$ cat src/rtl/snoop_responder.sv
// Snooping half of the MSI protocol for a 2-block direct-mapped cache: looks up snooped
// bus transactions, writes back Modified data, then issues a state update to cb1/cb2.
module snoop_responder #(
  parameter int ADDR_WIDTH = 3,
  parameter int DATA_WIDTH = 4
) (
  input  logic                  clock,
  input  logic                  reset,
  input  logic                  bus_valid,
  input  logic [1:0]            bus_op,
  input  logic [ADDR_WIDTH-1:0] bus_address,
  output logic                  bus_ready,
  input  logic [1:0]            cb1_state,
  input  logic [ADDR_WIDTH-1:0] cb1_address,
  input  logic [DATA_WIDTH-1:0] cb1_data,
  input  logic [1:0]            cb2_state,
  input  logic [ADDR_WIDTH-1:0] cb2_address,
  input  logic [DATA_WIDTH-1:0] cb2_data,
  output logic                  wb_valid,
  output logic [ADDR_WIDTH-1:0] wb_address,
  output logic [DATA_WIDTH-1:0] wb_data,
  input  logic                  wb_ready,
  output logic                  abort_access,
  output logic                  upd_valid,
  output logic                  upd_sel,
  output logic [1:0]            upd_state,
  output logic                  proto_error,
  output logic                  done
);

  typedef enum logic [2:0] {
    S_IDLE, S_LOOKUP, S_WRITEBACK, S_UPDATE, S_DONE
  } state_t;

  localparam logic [1:0] OP_RD  = 2'b01;
  localparam logic [1:0] OP_INV = 2'b11;
  localparam logic [1:0] ST_I   = 2'b00;
  localparam logic [1:0] ST_S   = 2'b01;
  localparam logic [1:0] ST_M   = 2'b10;

  state_t                r_state;
  logic [1:0]            r_op;
  logic [ADDR_WIDTH-1:0] r_addr;
  logic [DATA_WIDTH-1:0] r_wb_data;
  logic                  r_bus_ready;
  logic                  r_wb_valid;
  logic                  r_abort;
  logic                  r_upd_valid;
  logic [1:0]            r_upd_state;
  logic                  r_proto_error;
  logic                  r_done;

  // Block selected by the direct-map index of the latched address.
  logic                  w_sel;
  logic [1:0]            w_state;
  logic [ADDR_WIDTH-1:0] w_tag;
  logic [DATA_WIDTH-1:0] w_data;
  logic                  w_hit;

  assign w_sel   = r_addr[0];
  assign w_state = w_sel ? cb2_state   : cb1_state;
  assign w_tag   = w_sel ? cb2_address : cb1_address;
  assign w_data  = w_sel ? cb2_data    : cb1_data;
  assign w_hit   = (w_state != ST_I) && (w_tag == r_addr);

  always_ff @(posedge clock or posedge reset) begin
    if (reset) begin
      r_state       <= S_IDLE;
      r_op          <= 2'b00;
      r_addr        <= '0;
      r_wb_data     <= '0;
      r_bus_ready   <= 1'b1;
      r_wb_valid    <= 1'b0;
      r_abort       <= 1'b0;
      r_upd_valid   <= 1'b0;
      r_upd_state   <= 2'b00;
      r_proto_error <= 1'b0;
      r_done        <= 1'b0;
    end else begin
      r_abort       <= 1'b0;
      r_upd_valid   <= 1'b0;
      r_proto_error <= 1'b0;
      r_done        <= 1'b0;
      case (r_state)
        S_IDLE: begin
          if (bus_valid && (bus_op != 2'b00)) begin
            r_op        <= bus_op;
            r_addr      <= bus_address;
            r_bus_ready <= 1'b0;
            r_state     <= S_LOOKUP;
          end
        end
        S_LOOKUP: begin
          r_wb_data   <= w_data;
          r_upd_state <= ST_I;
          if (!w_hit) begin
            r_done  <= 1'b1;
            r_state <= S_DONE;
          end else begin
            case (w_state)
              ST_S: begin
                if (r_op == OP_RD) begin
                  r_done  <= 1'b1;
                  r_state <= S_DONE;
                end else begin
                  r_upd_valid <= 1'b1;
                  r_state     <= S_UPDATE;
                end
              end
              ST_M: begin
                if (r_op == OP_INV) begin
                  r_proto_error <= 1'b1;
                  r_done        <= 1'b1;
                  r_state       <= S_DONE;
                end else begin
                  // Local copy is the only valid one: supply it and make memory current first.
                  r_wb_valid  <= 1'b1;
                  r_abort     <= 1'b1;
                  r_upd_state <= (r_op == OP_RD) ? ST_S : ST_I;
                  r_state     <= S_WRITEBACK;
                end
              end
              default: begin
                r_proto_error <= 1'b1;
                r_done        <= 1'b1;
                r_state       <= S_DONE;
              end
            endcase
          end
        end
        S_WRITEBACK: begin
          if (wb_ready) begin
            r_wb_valid  <= 1'b0;
            r_upd_valid <= 1'b1;
            r_state     <= S_UPDATE;
          end
        end
        S_UPDATE: begin
          r_done  <= 1'b1;
          r_state <= S_DONE;
        end
        S_DONE: begin
          r_bus_ready <= 1'b1;
          r_state     <= S_IDLE;
        end
        default: r_state <= S_IDLE;
      endcase
    end
  end

  assign bus_ready    = r_bus_ready;
  assign wb_valid     = r_wb_valid;
  assign wb_address   = r_addr;
  assign wb_data      = r_wb_data;
  assign abort_access = r_abort;
  assign upd_valid    = r_upd_valid;
  assign upd_sel      = r_addr[0];
  assign upd_state    = r_upd_state;
  assign proto_error  = r_proto_error;
  assign done         = r_done;

endmodule

$ cat config.mk
export PLATFORM = sky130hd
export DESIGN_NAME = snoop_responder
export DESIGN_NICKNAME = d
export VERILOG_FILES = /design/src/rtl/snoop_responder.sv
export SDC_FILE = /design/constraint.sdc
export NUM_CORES = 1
export LEC_CHECK = 0
export CAP_MARGIN = 15
export CORE_MARGIN = 2
export CORE_UTILIZATION = 40
export DETAILED_ROUTE_END_ITERATION = 10
export PLACE_DENSITY = 0.73
export SLEW_MARGIN = 5
export SYNTH_ARGS = -nofsm -noshare
export SYNTH_HDL_FRONTEND = slang
export SYNTH_SLANG_ARGS = --single-unit
$ cat constraint.sdc
create_clock -name clock -period 2.4 [get_ports clock]
set_input_delay 0.36 -clock clock [delete_from_list [all_inputs] [get_ports clock]]
set_output_delay 0.36 -clock clock [all_outputs]
set_load 0.05 [all_outputs]
==> results.ini <==
[outcome]
status=finished clean

[finish]
drive_gt1_frac=0.0839
final_nets=175
register_area_sq_um=477
stdcell_count=173
syn_to_final_growth_pct=43.4
antennaDiodeCount=0
fill_cells=224
multi_input_area_sq_um=490

[global_route]
grt_start_max_net_pins=20
antenna_found_initial=0
grt_pass1_wl_um=3580
grt_usage=0.171
overflow=0
grt_pass1_vias=864

[worst_setup_path]
slowest_stage=clkdlybuf4s50_1
path_max_fanout=7
crit_arrival_ns=1.87
r2r_start=wb_address[0]
endpoint_kind=primary output
critPathMaxStageDelay_ns=0.80
startpoint_type=flop
path_cells=buf_4 > clkdlybuf4s50_1
cp.required_ns=2.04
worstRegToRegCells=7
crit_buf_inv=2
ff2ff_setup_slack_ns=0.29
cp_top_family=buffers and inverters
worstReg2RegEnd=done
critPathKind=flop to primary output

[power]
ir_drop_uv=706
leakage_nw=0.652
p_per_area_nw_per_um2=987
power_mw=1.46

[synthesis]
synth.avg_cell_area_sq_um=10.1
post-synth-top-count-cell=dfrtp_1
synthTopCellsByCount=18 x dfrtp_1, 15 x nand2_1, 9 x mux2i_1, 8 x o21ai_0, 7 x inv_1
synthDominantCellAreaShare=0.438
yosys.area.top_type=dfrtp_1
ys_top_cells_by_area=dfrtp_1 44%, mux2i_1 8.8%, mux2_2 6.6%
synth-seq-cells=19
syn_inst=102
yosysUniqueCellTypes=30
synth_edf_count=0
async_flop_share=1.00
synth_warnings=0
ys_seq_area_frac=0.464
synth_area_sq_um=1030
ys.flop_type=dfrtp_1
synth_nets=133

[clock_network]
numCtsBuffers=3
clk_pin_slew_ns=0.11
htree_levels=1
cts-root-buf=clkbuf_4
clk_latency_ns=0.30
postCtsSetupBuffers=0
clockBufferDepth=2
postCtsHoldBufs=0
cts.sinks=19
postCtsResizedCells=0
cts_tree=yes

[hold_path]
hold_class=input port to asynchronous set/reset pin

[placed_design]
io_buffers=41
pre_cts_slack_ns=0.141
dp_cells=169
place.gp.congestion=0.733
dp_hpwl_um=1690

[sta]
setup_ws_ns=0.175
timing.setup.tns_ns=0
min_period_ns=2.23
fmax_ghz=0.449
fin_skew_ns=0.00488
drv_slew=0
tightest_slew_ns=0.711
fin_crit_sh=0.927
finalSetupViolations=0
rsz0062_at_grt=no
slew_headroom=0.525
hold_viol_final=0

[floorplan]
start_util=0.419
fp.dieH_um=54.7
fp.dieW_um=54.7
rows=18
pin_count=43
core_area_sq_um=2450
die_area_sq_um=2990

[routing]
drt-vias-per-instance=4.94
wl_per_cell_um=12.1
wirelength_met1_um=879
vias=854
routed.top_layer=met4
met3_length_um=96
wl_met2_um=1090
drtIter0Drc=1
drcViolationCount=0
wl_um=2100
firstDrtPassIters=2
detail-route-antenna-nets=0

[run]
drv_cap=0

per-stage QoR:
step | hold slack, ns | instance area, sq um | utilization
after floorplan | 0.310 | 1030 | -
after global placement | 0.464 | 1450 | 0.590
after detailed placement | 0.470 | 1450 | 0.590
after CTS | 0.487 | 1480 | 0.601
after global routing | 0.517 | 1480 | 0.601
final | 0.460 | 1480 | 0.601
power breakdown:
group	switching (mW)	internal (mW)	leakage [nW]
registers	0.0826	0.415	0.241
clock network	0.0978	0.0648	0.0150
logic	0.484	0.312	0.396
total	0.664	0.792	0.652
cell usage in the layout (no fill, tap or decap), drive strengths merged, types with 3 or more instances in the layout:
master,instances
o21ai,9
clkdlybuf4s50,41
dfrtp,18
inv,7
ha,4
nand3,3
nand2,15
nor2,4
mux2i,9
mux2,6
a21oi,3
clkbuf,4
cells by family (layout without fill, tap and decap cells):
group,Yosys count,after routing,share of synthesized area
buf+inv,12,53,0.0596
other cells,1,1,0.00365
flops,19,19,0.464
compound gates,18,18,0.109
mux,15,15,0.153
xor+xnor,2,2,0.0170
simple gates,31,31,0.145
fa+ha+maj,4,4,0.0487
routing by layer:
metal / up-vias / global-route usage
li1: 431 / -
met3: 4 / 0.0328
met1: 392 / 0.194
met5: - / 0
met2: 27 / 0.302
met4: 0 / 0.0875
sequential cells by signal (all words and copies together) (netlist names):
signal	flops
wb_valid	1
proto_error	1
r_state	3
r_op	2
wb_data	4
done	1
upd_state	1
upd_valid	1
abort_access	1
wb_address	3
bus_ready	1
layout make-up:
cell class	count	area share
multi-input combinational	71	0.332
sequential	19	0.323
timing repair buffer	42	0.283
tap	30	0.0254
clock buffer	4	0.0178
inverter	7	0.0178
worst max-delay path by stage:
stage	end	slack [ns]	cells past startpoint	from
floorplan	done	0.14	8	wb_address[0]
global placement	done	0.23	8	cb2_state[1]
detailed placement	r_state[1]	0.14	7	cb2_state[1]
CTS	upd_sel	0.15	2	wb_address[0]
global route	wb_address[0]	0.08	2	wb_address[0]
finish	upd_sel	0.17	2	wb_address[0]
Power figures use the tool's default switching activity.
